File: config.mk
export PLATFORM = sky130hd
export DESIGN_NAME = buffer_ring_manager
export DESIGN_NICKNAME = d
export VERILOG_FILES = /design/src/rtl/buffer_ring_manager.sv
export SDC_FILE = /design/constraint.sdc
export NUM_CORES = 1
export LEC_CHECK = 0
export CAP_MARGIN = 20
export CORE_ASPECT_RATIO = 0.75
export CORE_UTILIZATION = 65
export CTS_CLUSTER_DIAMETER = 30
export DETAILED_ROUTE_END_ITERATION = 16
export DONT_BUFFER_PORTS = 1
export GPL_TIMING_DRIVEN = 0
export PLACE_DENSITY = 0.81
export SETUP_SLACK_MARGIN = 0.15
export SLEW_MARGIN = 30
export SYNTH_ARGS = -nofsm -noshare
export SYNTH_HDL_FRONTEND = slang
export SYNTH_SLANG_ARGS = --single-unit
File: constraint.sdc
create_clock -name SYS_aclk -period 11.3 [get_ports SYS_aclk]
set_input_delay 2.26 -clock SYS_aclk [delete_from_list [all_inputs] [get_ports SYS_aclk]]
set_output_delay 2.26 -clock SYS_aclk [all_outputs]
set_load 0.1 [all_outputs]
File: src/rtl/buffer_ring_manager.sv
// Ownership bookkeeping for a ring of equal DDR frame buffers shared by one producer and one consumer.
// Supports latest-frame (N-way buffering) and in-order queue with drop-oldest overflow.
module buffer_ring_manager #(
    parameter int MM_ADDR_WIDTH = 32,
    parameter int DATA_WIDTH    = 32,
    parameter int BUFFER_COUNT  = 4,
    parameter int IDX_WIDTH     = 3
) (
    input  logic                     SYS_aclk,
    input  logic                     SYS_areset,
    input  logic [MM_ADDR_WIDTH-1:0] BRM_base_address,
    input  logic [4:0]               BRM_log_length,
    input  logic                     BRM_mode,
    input  logic                     BRM_write_beat,
    input  logic                     BRM_request,
    output logic [MM_ADDR_WIDTH-1:0] BRM_write_address,
    output logic [MM_ADDR_WIDTH-1:0] BRM_read_buffer,
    output logic                     BRM_grant,
    output logic                     BRM_empty,
    output logic [31:0]              BRM_frame_count,
    output logic [15:0]              BRM_drop_count
);

    localparam int BEAT_SHIFT = $clog2(DATA_WIDTH / 8);
    localparam int CNT_WIDTH  = $clog2(BUFFER_COUNT + 1);
    localparam logic [MM_ADDR_WIDTH-1:0] ADDR_ONE = 1;

    typedef enum logic [1:0] {
        BUF_FREE    = 2'd0,
        BUF_WRITING = 2'd1,
        BUF_READY   = 2'd2,
        BUF_READING = 2'd3
    } buf_state_t;

    buf_state_t           st_q   [BUFFER_COUNT];
    buf_state_t           st_d   [BUFFER_COUNT];
    logic [IDX_WIDTH-1:0] fifo_q [BUFFER_COUNT];
    logic [IDX_WIDTH-1:0] fifo_d [BUFFER_COUNT];
    logic [CNT_WIDTH-1:0] fcnt_q, fcnt_d;
    logic [IDX_WIDTH-1:0] widx_q, widx_d;
    logic [IDX_WIDTH-1:0] ridx_q, ridx_d;
    logic [21:0]          beat_q, beat_d;
    logic [4:0]           log_len_q, log_len_d;
    logic [31:0]          frame_d;
    logic [16:0]          drop_sum;
    logic [15:0]          drop_d;
    logic                 req_q;
    logic                 grant_d;
    logic                 free_found;
    logic [IDX_WIDTH-1:0] free_idx;
    logic [22:0]          len_m1;
    logic                 last_beat;
    logic [MM_ADDR_WIDTH-1:0] wa_d, rb_d, wa_rst;

    assign len_m1    = (23'd1 << log_len_q) - 23'd1;
    assign last_beat = ({1'b0, beat_q} == len_m1);

    // The claim acts first on the FIFO as it stood at the start of the cycle;
    // the completion then sees the buffer that claim released as FREE.
    always_comb begin
        st_d       = st_q;
        fifo_d     = fifo_q;
        fcnt_d     = fcnt_q;
        widx_d     = widx_q;
        ridx_d     = ridx_q;
        beat_d     = beat_q;
        log_len_d  = log_len_q;
        frame_d    = BRM_frame_count;
        drop_sum   = {1'b0, BRM_drop_count};
        grant_d    = 1'b0;
        free_found = 1'b0;
        free_idx   = '0;

        if (BRM_request && !req_q && fcnt_q != '0) begin
            grant_d = 1'b1;
            ridx_d  = fifo_q[0];
            for (int i = 0; i < BUFFER_COUNT; i++) begin
                if (IDX_WIDTH'(i) == ridx_q)    st_d[i] = BUF_FREE;
                if (IDX_WIDTH'(i) == fifo_q[0]) st_d[i] = BUF_READING;
            end
            for (int i = 0; i < BUFFER_COUNT - 1; i++) fifo_d[i] = fifo_d[i + 1];
            fcnt_d = fcnt_d - 1'b1;
        end

        if (BRM_write_beat) begin
            if (last_beat) begin
                beat_d    = '0;
                log_len_d = BRM_log_length;
                frame_d   = BRM_frame_count + 32'd1;
                if (!BRM_mode) begin
                    for (int i = 0; i < BUFFER_COUNT; i++)
                        if (st_d[i] == BUF_READY) st_d[i] = BUF_FREE;
                    drop_sum = drop_sum + 17'(fcnt_d);
                    fcnt_d   = '0;
                end
                for (int j = 0; j < BUFFER_COUNT; j++)
                    if (CNT_WIDTH'(j) == fcnt_d) fifo_d[j] = widx_q;
                for (int i = 0; i < BUFFER_COUNT; i++)
                    if (IDX_WIDTH'(i) == widx_q) st_d[i] = BUF_READY;
                fcnt_d = fcnt_d + 1'b1;
                for (int i = BUFFER_COUNT - 1; i >= 0; i--) begin
                    if (st_d[i] == BUF_FREE) begin
                        free_found = 1'b1;
                        free_idx   = IDX_WIDTH'(i);
                    end
                end
                if (free_found) begin
                    widx_d = free_idx;
                end else begin
                    widx_d = fifo_d[0];
                    for (int i = 0; i < BUFFER_COUNT - 1; i++) fifo_d[i] = fifo_d[i + 1];
                    fcnt_d   = fcnt_d - 1'b1;
                    drop_sum = drop_sum + 17'd1;
                end
                for (int i = 0; i < BUFFER_COUNT; i++)
                    if (IDX_WIDTH'(i) == widx_d) st_d[i] = BUF_WRITING;
            end else begin
                beat_d = beat_q + 22'd1;
            end
        end

        drop_d = (drop_sum > 17'h0FFFF) ? 16'hFFFF : drop_sum[15:0];
    end

    assign wa_d = BRM_base_address
                + (MM_ADDR_WIDTH'(widx_d) << (6'(log_len_d) + 6'(BEAT_SHIFT)))
                + (MM_ADDR_WIDTH'(beat_d) << BEAT_SHIFT);
    assign rb_d = BRM_base_address
                + (MM_ADDR_WIDTH'(ridx_d) << (6'(log_len_d) + 6'(BEAT_SHIFT)));
    assign wa_rst = BRM_base_address
                  + (ADDR_ONE << (6'(BRM_log_length) + 6'(BEAT_SHIFT)));

    always_ff @(posedge SYS_aclk) begin
        if (SYS_areset) begin
            for (int i = 0; i < BUFFER_COUNT; i++) begin
                st_q[i]   <= (i == 0) ? BUF_READING : ((i == 1) ? BUF_WRITING : BUF_FREE);
                fifo_q[i] <= '0;
            end
            fcnt_q            <= '0;
            widx_q            <= IDX_WIDTH'(1);
            ridx_q            <= '0;
            beat_q            <= '0;
            log_len_q         <= BRM_log_length;
            req_q             <= 1'b0;
            BRM_write_address <= wa_rst;
            BRM_read_buffer   <= BRM_base_address;
            BRM_grant         <= 1'b0;
            BRM_empty         <= 1'b1;
            BRM_frame_count   <= '0;
            BRM_drop_count    <= '0;
        end else begin
            st_q              <= st_d;
            fifo_q            <= fifo_d;
            fcnt_q            <= fcnt_d;
            widx_q            <= widx_d;
            ridx_q            <= ridx_d;
            beat_q            <= beat_d;
            log_len_q         <= log_len_d;
            req_q             <= BRM_request;
            BRM_write_address <= wa_d;
            BRM_read_buffer   <= rb_d;
            BRM_grant         <= grant_d;
            BRM_empty         <= (fcnt_d == '0);
            BRM_frame_count   <= frame_d;
            BRM_drop_count    <= drop_d;
        end
    end

endmodule

-- Yosys cells after proc, flatten, opt, wreduce, memory -nomap -nowiden
Index checks and enable logic that the tools add are counted.
- bits in writable memories: 0
- logic and storage cells: 152
- latch bits: 0
- bits in registers: 171
- ROM bits: 0
- output and inout port bits: 114
- memories: 0
- shift-type cells: 4
- muxes and demuxes: 78
- divide/modulo/power cells: 0
- add/sub/neg operators: 14
- bitwise operators: 0
- order comparisons: 1
- reduce and logical (&&, ||, !) cells: 15
- eq/ne operators: 20
- $mul: 0
- operators by type and width (cell ; count):
    17-bit two-way mux ; 6
    32-bit adder ; 3
    32-bit two-way mux ; 2
    3-bit by 6-bit << shifter with 32-bit output ; 2
    3-bit two-way mux ; 20
    2-bit two-way mux ; 29
    22-bit two-way mux ; 2
    32-bit by 1-bit adder with 32-bit output (second input constant) ; 1
    32-bit by 24-bit adder with 32-bit output ; 1
    8-bit two-way mux ; 4
    1-bit by 6-bit << shifter with 32-bit output (first input constant) ; 1
    2-bit by 3-bit == test with 1-bit output (first input constant) ; 10
    12-bit two-way mux ; 2
    22-bit by 23-bit == test with 1-bit output ; 1
    1-bit by 5-bit << shifter with 23-bit output (first input constant) ; 1
    23-bit by 1-bit subtractor with 23-bit output (second input constant) ; 1
    22-bit by 1-bit adder with 22-bit output (second input constant) ; 1
    3-bit zero test ; 6
    9-bit two-way mux ; 2
    16-bit by 3-bit adder with 17-bit output ; 1
    17-bit by 1-bit adder with 17-bit output (second input constant) ; 1
    17-bit by 16-bit greater-than comparator with 1-bit output (second input constant) ; 1
    16-bit two-way mux ; 1
    1-bit by 3-bit == test with 1-bit output (first input constant) ; 5
    11 further kinds ; 28

-- Longest topological paths before layout
- depth after elaboration: 26
- mapped depth: 39

-- Least setup slack after synthesis
Ideal clock, no wire load.
- path type: input to register
- start point: in BRM_write_beat
- end point: reg BRM_read_buffer[31]
- buffers on the path: 5
- setup slack: 3.493 ns
- cell stages on the path: 26
- setup time: 0.118 ns
- arrival: 7.690 ns
- cell sequence: clkbuf_1 > and4_1 > buf_6 > mux2i_1 > inv_1 > buf_2 > ha_1 > clkbuf_1 > inv_1 > a221oi_1 > or3_1 > buf_2 > or2_2 > inv_1 > ha_1 > a211o_1 > a2111o_1 > a211oi_1 > o21ba_2 > o41ai_1 > a221o_1 > o41ai_1 > nand3_1 > nor3_1 > mux2i_1 > o2111a_1
- longest elaborated chain between the ends: 5
- ends and longest elaborated chain (item ; RTL line ; RTL):
    from (decl) ; 14 ; input logic BRM_write_beat,
    5-bit two-way mux ; 85 ; if (BRM_write_beat) begin
    5-bit by 2-bit adder with 6-bit output ; 129 ; + (MM_ADDR_WIDTH'(ridx_d) << (6'(log_len_d) + 6'(BEAT_SHIFT)));
    3-bit by 6-bit << shifter with 32-bit output ; 129 ;
    32-bit adder ; 129 ;
    32-bit two-way mux ; 134 ; if (SYS_areset) begin
    to (signal assigned) ; 146 ; BRM_read_buffer <= BRM_base_address;
    to (signal assigned) ; 161 ; BRM_read_buffer <= rb_d;
    to (decl) ; 17 ; output logic [MM_ADDR_WIDTH-1:0] BRM_read_buffer,
No other way between the ends.
A chain may end at the register's enable or synchronous reset.

-- Worst setup path in the final report
- start point: reg log_len_q[3]
- end point: reg BRM_write_address[20]
- longest elaborated chain between the ends: 10
- elaborated cells on any way between the ends: 14
- ends and longest elaborated chain (item ; RTL line ; RTL):
    from (decl) ; 43 ; logic [4:0] log_len_q, log_len_d;
    from (signal assigned) ; 143 ; log_len_q <= BRM_log_length;
    from (signal assigned) ; 158 ; log_len_q <= log_len_d;
    1-bit by 5-bit << shifter with 23-bit output ; 55 ; assign len_m1 = (23'd1 << log_len_q) - 23'd1;
    23-bit by 1-bit subtractor with 23-bit output ; 55 ;
    22-bit by 23-bit == test with 1-bit output ; 56 ; assign last_beat = ({1'b0, beat_q} == len_m1);
    5-bit two-way mux ; 86 ; if (last_beat) begin
    5-bit two-way mux ; 85 ;
    5-bit by 2-bit adder with 6-bit output ; 126 ; + (MM_ADDR_WIDTH'(widx_d) << (6'(log_len_d) + 6'(BEAT_SHIFT)))
    3-bit by 6-bit << shifter with 32-bit output ; 126 ;
    32-bit adder ; 126 ;
    32-bit by 24-bit adder with 32-bit output (*) ; 127 ; + (MM_ADDR_WIDTH'(beat_d) << BEAT_SHIFT);
    32-bit two-way mux (*) ; 134 ;
    to (signal assigned) ; 145 ; BRM_write_address <= wa_rst;
    to (signal assigned) ; 160 ; BRM_write_address <= wa_d;
    to (decl) ; 16 ; output logic [MM_ADDR_WIDTH-1:0] BRM_write_address,
Every way passes the cells marked *; elsewhere a longest branch is shown, timed or not.

==> flow_metrics.tcl <==
set metrics [dict create \
    coreArea_um2 22300 \
    global_route.overflow_total 0 \
    post-dp-hpwl_um 39000 \
    synthTopCellsByArea "dfxtp_1, ha_1, nor2_1" \
    hold_start "fifo_q[1]$_SDFFE_PP0P_" \
    start_kind "flop" \
    cts_hold_buf 0 \
    std_cell_rows 47 \
    post-route-cell-area_um2 16000 \
    power.density_nw_per_um2 114 \
    clk_path_buf_depth 2 \
    fmax_mhz 94.6 \
    skew_ps 15.8 \
    fillCellCount 1888 \
    path_delay_family "compound AO/OA/AOI/OAI gates" \
    antenna_found_initial 1 \
    start_util_pct 67.0 \
    path_buf_inv 11 \
    required_ps 11650 \
    regArea_um2 3460 \
    p_sw_uw 748 \
    wl_um 50900 \
    post-route-util_pct 71.4 \
    place_congestion 1.02 \
    first_pass_iters 6 \
    grt_pass1_vias 13513 \
    grt_max_degree 17 \
    synth.most_common_cell "nor2_1" \
    ys_types 89 \
    crit_path_top_delay_cell "a221oi_1" \
    drv_slew 0 \
    leakagePower_uw 0.00671 \
    cts_resized 0 \
    hold_viol 0 \
    p_sw_share_pct 41.0 \
    slowest_delay_ps 820 \
    synth_area_leader_cell "dfxtp_1" \
    clock_power_share_pct 32.9 \
    path_clk_slew_ps 70 \
    ios 156 \
    rsz0062_at_grt "false" \
    placed_cell_area_um2 15400 \
    hold_path.class "flop to flop" \
    end_kind "flop" \
    timing_worst_setup_path_type "flop to flop" \
    ant_nets 0 \
    ys_top_cells_by_count "nor2_1, nand2_1, dfxtp_1" \
    worstHoldPathCells 2 \
    ys_async_sr_fraction_pct 0 \
    n_antenna_cell 0 \
    syn_area_per_cell_um2 7.58 \
    post_drt_via_cell_ratio 6.70 \
    syn_area_um2 15000 \
    worst_r2r_startpoint "log_len_q[3]$_DFF_P_" \
    p_int_uw 1070 \
    grt_pass1_wl_um 76700 \
    crit_path_frequent_cell "buf_2" \
    period_share_pct 93.6 \
    vias 15421 \
    die_x_um 177 \
    rrSetupSlack_ps 730 \
    drc 0 \
    critPathMaxFanout 10 \
    fin_nets 2180 \
    fin_tns_setup_ps 0 \
    ys_warn_count 0 \
    hold_end "fifo_q[1]$_SDFFE_PP0P_" \
    final.min_clock_period_ps 10570 \
    pre_cts_ws_ps 1250 \
    synth_cells 1976 \
    vdd.ir_drop.worst_mv 0.107 \
    postCtsSetupRepairBufs 0 \
    synth_edf_count 0 \
    relSlewSlack_pct 28.2 \
    h-tree-depth 4 \
    yosys.area.top_type_share_pct 22.9 \
    area_growth_pct 6.59 \
    p_seq_share_pct 46.3 \
    cts.sinks 171 \
    dieArea_um2 23700 \
    post_drt_wl_per_cell_um 22.1 \
    drt_iter0_markers 2007 \
    setup_violations 0 \
    tightest_slew_ps 1080 \
    cap_violations 0 \
    fp.dieH_um 133 \
    multi_input_area_um2 10900 \
    port_buffers 0 \
    cts_tree "built" \
    r2r_cells 37 \
    cts-root-buf "clkbuf_16" \
    numCtsBuffers 17 \
    synth_ff_type "dfxtp_1" \
    cp_data_arrival_time_ps 10920 \
    drive_gt1_share_pct 6.62 \
    worst_slack_ps 726 \
    worst_r2r_endpoint "BRM_write_address[20]$_DFF_P_" \
    synthesis.nets 2161 \
    grt.total_usage_pct 42.6 \
    synth_seq_cells 171 \
    comb_power_share_pct 20.8 \
    ys_seq_area_share_pct 22.9 \
    status "completed" \
    worstSkewPairLatency_ps 460 \
]
==> stage by stage <==
stage	std cells	power, µW	hold slack, ps
after floorplan	1976	1120	478
after global placement	2270	1210	500
after detailed placement	2270	1220	501
after CTS	2302	1800	519
after global routing	2302	1870	559
final	2302	1820	519
==> kinds of logic after synthesis <==
kind of cell	count (synthesis)	synth area share [%]
DFF	171	22.9
adders and majority gates	143	13.3
and+or+nand+nor	807	25.8
buffers and inverters	163	4.38
AOI/OAI and AO/OA	492	21.1
xor gates and xnor gates	139	8.38
muxes	61	4.24
==> routing by layer <==
metal	vias to the layer above	global-route usage (%)	share of wire, %
met2	1025	56.6	38
met1	7217	62.0	43
met4	2	13.6	3.0
li1	7066	-	-
met3	111	16.4	15
met5	-	0	0.026
==> cells in the final DEF, fill, tap and decap left out, drive strengths merged, types with 14 or more instances in the layout <==
| cell type | n |
|---|---|
| mux2i | 41 |
| nor4 | 15 |
| and2 | 18 |
| a31oi | 24 |
| a211oi | 25 |
| a21oi | 135 |
| nor3 | 75 |
| a21o | 49 |
| xor2 | 68 |
| nand4 | 14 |
| or3 | 24 |
| nor2 | 275 |
| and3 | 16 |
| o31ai | 15 |
| nor2b | 30 |
| xnor2 | 69 |
| buf | 29 |
| ha | 117 |
| nand2b | 33 |
| o21a | 20 |
| or2 | 14 |
| mux2 | 20 |
| fa | 26 |
| inv | 70 |
| dfxtp | 171 |
| o21ai | 120 |
| clkbuf | 86 |
| nand3 | 55 |
| nand2 | 193 |
==> power by group through the flow <==
stage	sequential (µW)	combinational, µW	clock (µW)
4_1_cts	844	362	592
5_1_grt	847	405	616
3_3_place_gp	856	353	0
2_1_floorplan	852	264	0
3_5_place_dp	856	359	0
6_report	843	380	599
==> worst max path at each step <==
stage / from / end / slack [ps] / cells past startpoint
2_1_floorplan: BRM_write_beat / BRM_read_buffer[31]$_DFF_P_ / 3490 / 26
3_3_place_gp: log_len_q[3]$_DFF_P_ / BRM_read_buffer[30]$_DFF_P_ / 1230 / 35
3_5_place_dp: log_len_q[3]$_DFF_P_ / BRM_read_buffer[31]$_DFF_P_ / 1250 / 37
4_1_cts: log_len_q[3]$_DFF_P_ / BRM_read_buffer[31]$_DFF_P_ / 1180 / 37
5_1_grt: log_len_q[3]$_DFF_P_ / BRM_read_buffer[30]$_DFF_P_ / 340 / 38
6_report: log_len_q[3]$_DFF_P_ / BRM_write_address[20]$_DFF_P_ / 730 / 37
==> worst register-to-register path, delay by kind of cell (launching register included) <==
| kind | cells | cell delay (ps) |
|---|---|---|
| AOI/OAI and AO/OA | 11 | 3530 |
| buffers and inverters | 11 | 2800 |
| and+or+nand+nor | 10 | 2210 |
| adders and majority gates | 4 | 1060 |
| DFF | 1 | 450 |
| xor gates and xnor gates | 1 | 380 |
==> flip-flops by register name (all words and copies together) (netlist names) <==
register           cells
ridx_q                 3
BRM_write_address     32
BRM_read_buffer       32
BRM_frame_count       32
BRM_empty              1
st_q                   8
fifo_q                12
BRM_grant              1
req_q                  1
widx_q                 3
fcnt_q                 3
BRM_drop_count        16
log_len_q              5
beat_q                22
==> cell type report <==
| type | count | share of cell area, % |
|---|---|---|
| clock buffer | 19 | 2.71 |
| inverter | 67 | 1.58 |
| sequential | 171 | 21.7 |
| multi-input combinational | 1642 | 68.3 |
| buffer | 96 | 2.54 |
| tap | 294 | 2.30 |
| clock inverter | 13 | 0.839 |
(Power assumes the default switching activity.)
